File: src/rtl/f_seq_detector_pkg.sv
// Shared definitions for the 1011 sequence detector: FSM state encodings,
// default counter width and the pattern being searched for.
package f_seq_detector_pkg;

  localparam logic [2:0] S0    = 3'd0;
  localparam logic [2:0] S1    = 3'd1;
  localparam logic [2:0] S10   = 3'd2;
  localparam logic [2:0] S101  = 3'd3;
  localparam logic [2:0] S1011 = 3'd4;

  localparam int CNT_W_DEF = 8;

  // Documentation only: the serial pattern the FSM recognises, oldest bit first.
  localparam logic [3:0] PATTERN = 4'b1011;

endpackage

File: src/rtl/f_seq_detector_sat_counter.sv
// Saturating up-counter with sticky saturation flag. clr wins over inc.
module sat_counter #(
  parameter int CNT_W = 8
) (
  input  logic             clk,
  input  logic             rst,
  input  logic             clr,
  input  logic             inc,
  output logic [CNT_W-1:0] cnt,
  output logic             sat
);

  localparam logic [CNT_W-1:0] CNT_MAX = {CNT_W{1'b1}};

  // Count increments up to all-ones; sat is raised on the step that lands there.
  always_ff @(posedge clk) begin
    if (rst || clr) begin
      cnt <= '0;
      sat <= 1'b0;
    end else if (inc && (cnt != CNT_MAX)) begin
      cnt <= cnt + 1'b1;
      if (cnt == CNT_MAX - 1'b1) sat <= 1'b1;
    end
  end

endmodule

File: src/rtl/f_seq_detector.sv
// Moore FSM detecting the serial pattern 1011 on f_in, with a saturating
// match counter and a valid/ready event output with sticky overflow flag.
// Build option: define F_SEQ_OVERLAP_EN for overlapping detection (the
// trailing "1" of a match may start the next one through S10); the default
// build is non-overlapping.
module f_seq_detector
  import f_seq_detector_pkg::*;
#(
  parameter int CNT_W = CNT_W_DEF
) (
  input  logic             clk,
  input  logic             rst,
  input  logic             en,
  input  logic             f_in,
  input  logic             clr,
  output logic             match,
  output logic [CNT_W-1:0] match_cnt,
  output logic             cnt_sat,
  output logic             evt_valid,
  input  logic             evt_ready,
  output logic             evt_ovf
);

  logic [2:0] state;
  logic [2:0] state_nxt;
  logic       hit;

  // Next-state decode; with en low the state simply holds.
  always_comb begin
    state_nxt = state;
    if (en) begin
      case (state)
        S0:      state_nxt = f_in ? S1    : S0;
        S1:      state_nxt = f_in ? S1    : S10;
        S10:     state_nxt = f_in ? S101  : S0;
        S101:    state_nxt = f_in ? S1011 : S10;
`ifdef F_SEQ_OVERLAP_EN
        S1011:   state_nxt = f_in ? S1    : S10;
`else
        S1011:   state_nxt = f_in ? S1    : S0;
`endif
        default: state_nxt = S0;
      endcase
    end
  end

  // S1011 always exits on the next enabled bit, so hit is one strobe per match.
  assign hit = en && (state_nxt == S1011);

  // State register and registered Moore output (match mirrors state == S1011).
  always_ff @(posedge clk) begin
    if (rst) begin
      state <= S0;
      match <= 1'b0;
    end else begin
      state <= state_nxt;
      match <= (state_nxt == S1011);
    end
  end

  sat_counter #(
    .CNT_W (CNT_W)
  ) u_cnt (
    .clk (clk),
    .rst (rst),
    .clr (clr),
    .inc (hit),
    .cnt (match_cnt),
    .sat (cnt_sat)
  );

  // Event handshake: a new hit keeps/raises valid; an accepted event without a
  // fresh hit drops it. A hit on top of an unaccepted event merges and flags ovf.
  always_ff @(posedge clk) begin
    if (rst) begin
      evt_valid <= 1'b0;
      evt_ovf   <= 1'b0;
    end else begin
      if (hit)
        evt_valid <= 1'b1;
      else if (evt_valid && evt_ready)
        evt_valid <= 1'b0;

      if (clr)
        evt_ovf <= 1'b0;
      else if (hit && evt_valid && !evt_ready)
        evt_ovf <= 1'b1;
    end
  end

endmodule
File: config.mk
export PLATFORM = sky130hd
export DESIGN_NAME = f_seq_detector
export DESIGN_NICKNAME = d
export VERILOG_FILES = /design/src/rtl/f_seq_detector_pkg.sv /design/src/rtl/f_seq_detector_sat_counter.sv /design/src/rtl/f_seq_detector.sv
export SDC_FILE = /design/constraint.sdc
export NUM_CORES = 1
export LEC_CHECK = 0
export ABC_CLOCK_PERIOD_IN_PS = 2300
export CAP_MARGIN = 20
export CORE_UTILIZATION = 55
export DETAILED_ROUTE_END_ITERATION = 12
export DONT_BUFFER_PORTS = 1
export GPL_ROUTABILITY_DRIVEN = 0
export GPL_TIMING_DRIVEN = 1
export PLACE_DENSITY = 0.7
export RECOVER_POWER = 50
export SLEW_MARGIN = 15
export SYNTH_ARGS = -nofsm -noshare
export SYNTH_HDL_FRONTEND = slang
export SYNTH_SLANG_ARGS = --single-unit
File: constraint.sdc
create_clock -name clk -period 2.3 [get_ports clk]
set_input_delay 0.345 -clock clk [delete_from_list [all_inputs] [get_ports clk]]
set_output_delay 0.345 -clock clk [all_outputs]
set_load 0.01 [all_outputs]
==> results by group <==
GRT
  • Initial antenna violation count: 0
  • Congestion Overflow GR: 0
  • Vias in the first global route: 536
  • Largest net degree at the start of global routing: 10
  • Gr usage total: between 20 and 25%
  • First-pass GRT wire length: 2242 um

Timing
  • Final worst path period need: 1.605 ns
  • Slew Limit Fails: 0
  • Rel. slew slack: between 70 and 80%
  • Final setup TNS: 0 ns
  • Final setup fails: 0
  • Worst Max-Slew Pin Slew: around 0.41 ns
  • Period utilisation layout: 69.76%
  • Achievable Freq: between 600 and 700 MHz
  • Final Hold Vio Count: 0
  • RSZ-0062 raised after global routing: no
  • Skew final: 0.0006328 ns

Pwr
  • Pwr Total: 0.0004300 W
  • PwrDens: 532.8 nW/um^2
  • Peak supply drop: 0.0003562 V
  • LEAKAGE: 0.2622 nW

Layout
  • Nets: 103
  • Area delta synth->final: 3.698%
  • Share of post-route cells with drive strength above 1: 13.83%
  • Fin util: 62.02%
  • ANT cells: 0

Hold path
  • Worst min path class: in2reg

Worst setup path
  • Crit end category: register
  • Worst Path Max Fanout: 7
  • Arrival time worst endpoint: 1.79 ns
  • CP max-delay cell: dfxtp_1
  • Type of the worst setup path: reg2reg
  • CP Launch Type: register
  • Worst path cell trace: nand3_1 > nand2b_1 > a31oi_4 > mux2_4
  • Critical path buffer and inverter count: 0
  • CP Data Required Time: 2.48 ns
  • Worst path top cell family by delay: simple AND/OR/NAND/NOR gates
  • Slowest cell delay on critical path: roughly 0.46 ns

Floorplanning
  • Initial core utilization: between 50% and 60%
  • Core Rows: 13
  • Core area: 1301 um^2
  • Ports: 18
  • Die height: 39.62 um
  • DIE WIDTH: approximately 40 um
  • Die area: 1569 um^2

Synthesis
  • Sequential share of the synthesized area: 38.59%
  • Largest cells by area after synthesis: dfxtp_1 (39%), nor2_1 (4.8%), a21oi_1 (4.5%), nor3_1 (3.9%), nand2_1 (3.9%)
  • Syn_area_per_cell: around 8.5 um^2
  • Post-synth ARST share: 0%
  • Largest area contributor in the netlist: dfxtp_1
  • Top-count cell post-synth: dfxtp_1
  • Yosys warning total: 0
  • Synthesized cell area: 778.2 um^2
  • Ys flop type: dfxtp_1
  • Number of synthesized flops with an enable pin: 0
  • Syn Inst Count: just over 90
  • Share of the synthesized area in the top cell type: around two fifths
  • Post-synth top cells: dfxtp_1 (15), nor2_1 (10), nand2_1 (8), a21oi_1 (7), nor3_1 (6)
  • Yosys cell types: 31
  • #FFs+latches synth: 15
  • Net count after synthesis: 100

Routing
  • Vias per cell: 5.835
  • DRT iter0 DRCs: 10
  • DR WL/cell: 13.63 um
  • DR pass1 iterations: 4
  • DR vias: around 640
  • WL final: about 1500 um
  • DRT antenna net count: 0
  • Drt drc: 0

CTS
  • CTS clock-pin slew for the worst setup and hold paths: 0.09 ns
  • CTS Hold Bufs: 0
  • Post-CTS setup repair buffer count: 0
  • Clk buf depth: 2
  • Post-cts resize count: 0
  • Htree depth: 1
  • CTS tree: done
  • Clk root buf: clkbuf_4
  • Skew-Pair Late Insertion Delay: 0.28 ns
  • CTS buffer count: 3
  • Total clock sinks: 15

Flow run
  • MaxCap Viol Count: 0

Placement
  • I/O Buffers: 0
  • DP HPWL: between 1000 and 1500 um

Status
  • Outcome: completed
==> layer usage <==
layer,up-vias,routed length (um),GRT usage [%],share of wire [%]
li1,330,-,-,-
met3,5,54,7.955,3.6
met5,-,0,0,0
met2,17,674,33.20,45
met4,0,37,12.93,2.5
met1,284,719,27.78,48
==> stage by stage <==
step                cells  worst slack (ns)  instance area [um^2]  hold WS (ns)
finish                109            0.6954                 807.0        0.1157
global route          109            0.6176                 807.0       0.09432
CTS                   109            0.7836                 815.8        0.1101
detailed placement    105            0.8057                 788.3        0.4178
global placement      105            0.8197                 788.3        0.4162
floorplan              92            0.9690                 778.2        0.4887
==> cell families (layout without fill, tap and decap cells) <==
family	after synthesis	after routing	share of synthesized area (%)
multiplexers	3	3	4.501
flip-flops	15	15	38.59
AND/OR/NAND/NOR	48	48	35.21
adder cells (fa/ha/maj)	2	2	3.215
buffers and inverters	6	8	3.053
AO/OA/AOI/OAI	18	18	15.43
==> path summary, 6_finish.rpt <==
kind                       startpoint                   endpoint  slack, ns  depth (start not counted)
hold / removal                    rst           match$_SDFF_PP0_       0.12                          1
setup / recovery  state[0]$_SDFF_PP0_  u_cnt.cnt[0]$_SDFFE_PP0P_       0.70                          4
hold reg to reg   state[2]$_SDFF_PP0_        state[2]$_SDFF_PP0_       0.52                          2
setup reg to reg  state[0]$_SDFF_PP0_  u_cnt.cnt[0]$_SDFFE_PP0P_       0.70                          4
==> registers in the layout, summed over array words and instances, names as in the netlist <==
register / flops
u_cnt.cnt: 8
state: 3
evt_ovf: 1
evt_valid: 1
u_cnt.sat: 1
match: 1
==> where the power goes <==
part | internal, W | switching, W
sequential | 0.000261 | 0.00000288
clock | 0.0000646 | 0.0000865
combinational | 0.00000667 | 0.00000824
==> placed cells by master (no fill, tap or decap) <==
cell and n:
and2b_1 1, or3_2 1, nor4_1 1, nand3_1 4
ha_1 2, nor3_1 6, nand4_2 1, a31oi_1 4
or3_1 2, nor4b_2 1, nor3_2 1, nor2b_1 1
nor2_1 10, a21oi_1 7, clkbuf_4 3, mux2i_1 2
nor2_2 2, nand2_1 8, clkinv_2 1, dfxtp_1 15
a32oi_1 1, or2_2 1, inv_1 4, mux2_4 1
and3_1 2, nand2b_1 5, o21a_1 2, nand3b_1 1
a31oi_4 1, o21ai_0 3
==> final cells by class <==
| cell class | instances | area, um^2 |
|---|---|---|
| clock buffer | 3 | 22.52 |
| clock inverter | 1 | 5.005 |
| fill | 117 | 494.2 |
| inverter | 4 | 15.01 |
| multi-input combinational | 71 | 445.4 |
| sequential | 15 | 300.3 |
| tap | 15 | 18.77 |
Note: power is estimated with default switching activity, not from simulation.
